<file path="config.mk">
export PLATFORM = sky130hd
export DESIGN_NAME = sram_march_tester
export DESIGN_NICKNAME = d
export VERILOG_FILES = /design/src/rtl/sram_march_tester.sv
export SDC_FILE = /design/constraint.sdc
export NUM_CORES = 1
export LEC_CHECK = 0
export ABC_AREA = 1
export ABC_CLOCK_PERIOD_IN_PS = 3300
export BUFFER_PORTS_ARGS = -buffer_cell sky130_fd_sc_hd__buf_4
export CAP_MARGIN = 10
export CORE_MARGIN = 10
export CORE_UTILIZATION = 42
export DETAILED_ROUTE_END_ITERATION = 6
export GPL_TIMING_DRIVEN = 0
export PLACE_DENSITY_LB_ADDON = 0.15
export SLEW_MARGIN = 20
export SYNTH_ARGS = -nofsm -noshare
export SYNTH_HDL_FRONTEND = slang
export SYNTH_SLANG_ARGS = --single-unit
</file>
<file path="constraint.sdc">
create_clock -name i_clk -period 3.3 [get_ports i_clk]
set_input_delay 0.165 -clock i_clk [delete_from_list [all_inputs] [get_ports i_clk]]
set_output_delay 0.165 -clock i_clk [all_outputs]
set_load 0.01 [all_outputs]
</file>
<file path="src/rtl/sram_march_tester.sv">
// sram_march_tester: built-in march tester for the SRAM controller request port.
// Runs two passes over 0..END_ADDR. Each pass writes every address and then reads
// every address back and compares it. The first pass uses the address pattern and
// the second uses the inverted pattern. At most one read is outstanding at a time.
// Ports:
//   i_clk, i_rst_n           clock, asynchronous active-low reset
//   i_start                  1-cycle start pulse (ignored while o_busy)
//   o_req_valid/i_req_ready  request handshake; o_req_we/o_req_addr/o_req_wdata payload
//   i_rd_valid/i_rd_data     read data return strobe
//   o_busy/o_pass/o_fail     status; o_fail_addr/o_fail_data capture the first failure
//   o_led_ok/o_led_err       heartbeat / error indicators
module sram_march_tester #(
    parameter int unsigned ADDR_W     = 20,
    parameter int unsigned END_ADDR   = (2**ADDR_W) - 1,
    parameter int unsigned TIMEOUT    = 255,
    parameter int unsigned BLINK_BITS = 22
) (
    input  logic              i_clk,
    input  logic              i_rst_n,
    input  logic              i_start,
    output logic              o_req_valid,
    input  logic              i_req_ready,
    output logic              o_req_we,
    output logic [ADDR_W-1:0] o_req_addr,
    output logic [7:0]        o_req_wdata,
    input  logic              i_rd_valid,
    input  logic [7:0]        i_rd_data,
    output logic              o_busy,
    output logic              o_pass,
    output logic              o_fail,
    output logic [ADDR_W-1:0] o_fail_addr,
    output logic [7:0]        o_fail_data,
    output logic              o_led_ok,
    output logic              o_led_err
);

    localparam int unsigned       TMR_W = $clog2(TIMEOUT + 1);
    localparam int unsigned       PAT_W = 20;
    localparam logic [ADDR_W-1:0] LAST  = ADDR_W'(END_ADDR);
    localparam logic [TMR_W-1:0]  TMO   = TMR_W'(TIMEOUT);

    typedef enum logic [2:0] {
        S_IDLE, S_WR, S_RD_REQ, S_RD_WAIT, S_NEXT, S_PASS, S_FAIL
    } state_t;

    // Test pattern. Address bits above ADDR_W-1 count as zero.
    function automatic logic [7:0] f_exp(input logic [ADDR_W-1:0] a, input logic p);
        logic [PAT_W-1:0] w;
        w = PAT_W'(a);
        return w[7:0] ^ w[15:8] ^ {4'h0, w[19:16]} ^ {8{p}};
    endfunction

    state_t                r_state, w_state_nxt;
    logic [ADDR_W-1:0]     r_addr, w_addr_nxt;
    logic                  r_phase, w_phase_nxt;
    logic [TMR_W-1:0]      r_timer, w_timer_nxt, w_timer_inc;
    logic                  r_pass, w_pass_nxt;
    logic                  r_fail, w_fail_nxt;
    logic [ADDR_W-1:0]     r_fail_addr, w_fail_addr_nxt;
    logic [7:0]            r_fail_data, w_fail_data_nxt;
    logic [BLINK_BITS-1:0] r_blink, w_blink_nxt;
    logic                  r_req_valid, r_req_we, r_busy, r_led_ok;
    logic [7:0]            r_req_wdata;
    logic                  w_accept, w_last, w_busy_nxt, w_show_nxt;

    // Next-state and datapath update
    always_comb begin
        w_state_nxt     = r_state;
        w_addr_nxt      = r_addr;
        w_phase_nxt     = r_phase;
        w_timer_nxt     = r_timer;
        w_pass_nxt      = r_pass;
        w_fail_nxt      = r_fail;
        w_fail_addr_nxt = r_fail_addr;
        w_fail_data_nxt = r_fail_data;
        w_accept        = r_req_valid && i_req_ready;
        w_last          = (r_addr == LAST);
        w_timer_inc     = (r_timer == TMO) ? r_timer : r_timer + TMR_W'(1);

        case (r_state)
            S_IDLE, S_PASS, S_FAIL: begin
                if (i_start) begin
                    w_state_nxt     = S_WR;
                    w_addr_nxt      = '0;
                    w_phase_nxt     = 1'b0;
                    w_pass_nxt      = 1'b0;
                    w_fail_nxt      = 1'b0;
                    w_fail_addr_nxt = '0;
                    w_fail_data_nxt = '0;
                end
            end
            S_WR: begin
                if (w_accept) begin
                    if (w_last) begin
                        w_state_nxt = S_RD_REQ;
                        w_addr_nxt  = '0;
                    end else begin
                        w_addr_nxt = r_addr + ADDR_W'(1);
                    end
                end
            end
            S_RD_REQ: begin
                if (w_accept) begin
                    w_state_nxt = S_RD_WAIT;
                    w_timer_nxt = '0;
                end
            end
            S_RD_WAIT: begin
                if (i_rd_valid) begin
                    if (i_rd_data == f_exp(r_addr, r_phase)) begin
                        if (w_last) begin
                            w_state_nxt = S_NEXT;
                        end else begin
                            w_state_nxt = S_RD_REQ;
                            w_addr_nxt  = r_addr + ADDR_W'(1);
                        end
                    end else begin
                        w_state_nxt     = S_FAIL;
                        w_fail_nxt      = 1'b1;
                        w_fail_addr_nxt = r_addr;
                        w_fail_data_nxt = i_rd_data;
                    end
                end else begin
                    // The timer counts the wait cycles that follow the accept cycle
                    w_timer_nxt = w_timer_inc;
                    if (w_timer_inc == TMO) begin
                        w_state_nxt     = S_FAIL;
                        w_fail_nxt      = 1'b1;
                        w_fail_addr_nxt = r_addr;
                        w_fail_data_nxt = 8'h00;
                    end
                end
            end
            S_NEXT: begin
                if (!r_phase) begin
                    w_state_nxt = S_WR;
                    w_phase_nxt = 1'b1;
                    w_addr_nxt  = '0;
                end else begin
                    w_state_nxt = S_PASS;
                    w_pass_nxt  = 1'b1;
                end
            end
            default: w_state_nxt = S_IDLE;
        endcase

        w_busy_nxt  = (w_state_nxt == S_WR) || (w_state_nxt == S_RD_REQ) ||
                      (w_state_nxt == S_RD_WAIT) || (w_state_nxt == S_NEXT);
        w_show_nxt  = w_busy_nxt || (w_state_nxt == S_PASS);
        w_blink_nxt = w_show_nxt ? r_blink + BLINK_BITS'(1) : '0;
    end

    // State and registered outputs. The outputs are decoded from the next state so
    // that they line up with the state register.
    always_ff @(posedge i_clk or negedge i_rst_n) begin
        if (!i_rst_n) begin
            r_state     <= S_IDLE;
            r_addr      <= '0;
            r_phase     <= 1'b0;
            r_timer     <= '0;
            r_pass      <= 1'b0;
            r_fail      <= 1'b0;
            r_fail_addr <= '0;
            r_fail_data <= '0;
            r_blink     <= '0;
            r_req_valid <= 1'b0;
            r_req_we    <= 1'b0;
            r_req_wdata <= '0;
            r_busy      <= 1'b0;
            r_led_ok    <= 1'b0;
        end else begin
            r_state     <= w_state_nxt;
            r_addr      <= w_addr_nxt;
            r_phase     <= w_phase_nxt;
            r_timer     <= w_timer_nxt;
            r_pass      <= w_pass_nxt;
            r_fail      <= w_fail_nxt;
            r_fail_addr <= w_fail_addr_nxt;
            r_fail_data <= w_fail_data_nxt;
            r_blink     <= w_blink_nxt;
            r_req_valid <= (w_state_nxt == S_WR) || (w_state_nxt == S_RD_REQ);
            r_req_we    <= (w_state_nxt == S_WR);
            r_req_wdata <= (w_state_nxt == S_WR) ? f_exp(w_addr_nxt, w_phase_nxt) : 8'h00;
            r_busy      <= w_busy_nxt;
            r_led_ok    <= w_show_nxt && w_blink_nxt[BLINK_BITS-1];
        end
    end

    assign o_req_valid = r_req_valid;
    assign o_req_we    = r_req_we;
    assign o_req_addr  = r_addr;
    assign o_req_wdata = r_req_wdata;
    assign o_busy      = r_busy;
    assign o_pass      = r_pass;
    assign o_fail      = r_fail;
    assign o_fail_addr = r_fail_addr;
    assign o_fail_data = r_fail_data;
    assign o_led_ok    = r_led_ok;
    assign o_led_err   = r_fail;

endmodule
</file>
==> impl_metrics.csv <==
group,metric,value,unit
power,cellPowerDensity,462.9,nW/um2
critical_path,reg2reg_from,"o_req_addr[1]$_DFF_PN0_",
timing,grt_setup_unrepaired,"no",
floorplanning,ios,76,
synthesis,ys_warn_count,0,
critical_path,critical_path.startpoint_type,"flip-flop",
critical_path,timing.critical_path.to,"o_req_wdata[0]$_DFF_PN0_",
placed_design,placement.setup.worst_slack,0.2626,ns
timing,period_needed,2.974,ns
floorplanning,fp.dieW,147.3,um
synthesis,synthesis.area_per_instance,6.774,um2
finish,relative_area_change_from_synthesis_to_final_layout,17.60,%
critical_path,worstPathArrival,3.22,ns
grt,gr-usage-all-layers,0.1960,
timing,timing.setup.tns,0,ns
floorplanning,floorplan.initialDensity,0.4282,
critical_path,critical_path_maximum_fanout,9,
hold_path,hold_path_class,"input port to flip-flop",
critical_path,critical_path_class,"flip-flop to flip-flop",
synthesis,netlist_area,6802,um2
synthesis,synth_sequential_area_ratio,0.3495,
critical_path,reg2regPathDepth,15,
timing,final.setup.worst_slack,0.3260,ns
finish,nets,1107,
synthesis,synth_area_leader_cell,"dfrtp_1",
timing,maxSlewHeadroom,0.4247,
critical_path,crit_required,3.54,ns
clock_tree,cts_buffer_depth,2,
floorplanning,rows,46,
floorplanning,floorplan_die_area,21680,um2
clock_tree,number_of_buffers_created_by_cts,9,
power,ir_drop,0.3490,mV
route,vias_per_cell,5.234,
timing,max_frequency,336.2,MHz
route,drc,0,
synthesis,postSynthCellCount,1004,
synthesis,post_synth_num_cell_types,47,
clock_tree,clock_sink_count,95,
critical_path,worstSetupEndpointType,"flip-flop",
grt,grt_overflow,0,
synthesis,yosys-top-cells-area,"dfrtp_1 35%, nand2_1 18%, nand3_1 6.8%",
finish,layout.cells.most_common,"nand2_1",
placed_design,detailedPlacementHpwl,16.06,mm
clock_tree,count_of_h_tree_levels_built_during_cts,3,
grt,grt_antenna_before_repair,0,
route,first_iter_violations,623,
timing,layout_worst_path_cycle_share,0.9012,
critical_path,ff2ff_setup_slack,0.33,ns
clock_tree,postcts_setup_bufs,0,
power,p_leak,0.004287,uW
timing,setup_viol_count_final,0,
finish,most-common-layout-cells,"334 x nand2_1, 95 x dfrtp_1, 94 x inv_1",
route,detailroute.via_count,6862,
route,totalWireLength,21.57,mm
grt,global_route_wire_length_before_repair,34.38,mm
placed_design,gp_congestion,0.9417,
clock_tree,clkLatencyLatePin,0.36,ns
flow_run,max_cap_violations,0,
floorplanning,placeableCoreArea,15890,um2
floorplanning,die_height,147.3,um
route,post_drt_wl_per_cell,16.45,um
grt,pin_count_of_the_biggest_net_entering_global_routing,96,
finish,n_antenna_cell,0,
clock_tree,cts_tree,"built",
critical_path,crit_start,"o_req_addr[1]$_DFF_PN0_",
synthesis,synth_fp_nets,1021,
timing,timing.final.max_slew_violations,0,
grt,number_of_global_route_vias_before_repair,6307,
synthesis,proportion_of_register_bits_with_asynchronous_set_or_reset_after_synthesis,1.000,
route,detailedRoute.firstPassIterationCount,7,
synthesis,synth_edf_count,0,
finish,layout-drive-gt1-share,0.1753,
synthesis,ys_seq_elements,95,
route,route.antenna.remaining_nets,0,
synthesis,post-synth-top-area-fraction,0.3495,
run_status,result_of_the_run,"finished clean",
timing,tightestPinTransition,0.8629,ns
timing,finalClockSkew,0.01168,ns
clock_tree,cts.clk_slew.worst_paths,0.07,ns
placed_design,place.port_buffers,74,
synthesis,ys.flop_type,"dfrtp_1",
timing,final-hold-violation-count,0,
clock_tree,root_buffer_master,"clkbuf_16",
critical_path,reg2reg_to,"o_req_wdata[0]$_DFF_PN0_",
-- per-stage QoR --
stage / hold WS [ns] / util / power, uW / instances / instance area [um2]
after floorplan: -0.1306 / - / 2058 / 1004 / 6802
after global placement: 0.4181 / 0.4802 / 2458 / 1294 / 7627
after detailed placement: 0.3272 / 0.4804 / 2458 / 1294 / 7631
after CTS: 0.05863 / 0.5032 / 3713 / 1311 / 7993
after global routing: 0.07282 / 0.5035 / 3928 / 1311 / 7999
final: 0.06823 / 0.5035 / 3703 / 1311 / 7999
-- registers in the layout (all words and copies together) (netlist names) --
name         cells
o_req_we         1
r_state          3
o_req_addr      20
o_busy           1
r_timer          8
r_blink         22
o_fail_addr     20
o_fail           1
o_fail_data      8
o_req_wdata      8
r_phase          1
o_req_valid      1
o_pass           1
-- final cells by class --
class | count | area (um2)
repair buffers | 75 | 569.3
flip-flops and latches | 95 | 2377
clock buffers | 10 | 239.0
clock inverters | 6 | 112.6
well taps | 216 | 270.3
inverters | 107 | 401.6
fillers | 1679 | 7886
multi-input cells | 755 | 3749
plain buffers | 47 | 280.3
-- cell usage after synthesis (2+ instances only) --
cell      count
a21oi_2      19
nor2_8        2
xnor2_1       6
o21ai_0      51
a22oi_1       6
nor3_4        2
nor4_1        3
nand2_2       8
nand3_4       2
inv_2        12
inv_1        94
nor2_2        8
a21oi_1      33
clkbuf_1      9
xor2_1       26
a211oi_1      3
o21ai_2       3
nand3_1      93
ha_1          4
nor2_1       83
nand3_2       2
nand4_1      19
o21ai_1      12
nor3_1        9
nand3b_1      6
buf_1         2
buf_4         6
nand2_1     334
buf_6         7
buf_2        22
dfrtp_1      95
and2_1        3
o211ai_1      3
a21boi_0      3
nor2_4        2
-- report_power, final --
part	switching [uW]	internal, uW	total (uW)
registers	76.5	1250	1330
clock network	484	766	1250
logic	722	405	1130
total	1280	2420	3700
-- worst max-delay path: stages, from the launching register on --
cell	delay (ns)
dfrtp_1	0.63
ha_1	0.28
nand2_1	0.18
nor4_2	0.30
nand3_1	0.19
nor4_1	0.22
inv_1	0.08
ha_1	0.28
nand3_1	0.09
nand3_1	0.08
nand2_1	0.12
o21ai_1	0.10
nand2_1	0.10
nand2_1	0.06
nor2_1	0.11
nor2_1	0.05
-- how the worst min path moves through the flow --
stage,from,to,cells past startpoint
floorplan,i_rst_n,o_busy$_DFF_PN0_,0
global placement,i_rd_data[0],o_fail_data[0]$_DFFE_PN0P_,3
detailed placement,i_rst_n,o_fail_addr[14]$_DFFE_PN0P_,1
CTS,i_rd_data[0],o_fail_data[0]$_DFFE_PN0P_,3
global route,i_rd_data[2],o_fail_data[2]$_DFFE_PN0P_,3
finish,i_rd_data[0],o_fail_data[0]$_DFFE_PN0P_,3
-- repair_timing --
item                                   4_1_cts  5_1_grt
resized for setup                            0        1
setup endpoints to repair                    0        1
endpoints found under the hold margin       95        0
hold buffers                                 1        0
-- cell families (layout without fill, tap and decap cells) --
logic type,count (synthesis),after routing,synth area share
AOI/OAI and AO/OA,139,139,0.1236
xor gates and xnor gates,33,33,0.04360
adders and majority gates,4,4,0.007359
buffers and inverters,154,245,0.1003
DFF,95,95,0.3495
and+or+nand+nor,579,579,0.3756
-- layer usage --
| metal | global-route usage | wire (um) |
|---|---|---|
| met3 | 0.03931 | 1386 |
| met2 | 0.3066 | 9760 |
| met1 | 0.2695 | 10030 |
| met4 | 0.05154 | 389 |
| met5 | 0 | 0 |
No activity file was read; power rests on OpenSTA's default activity.
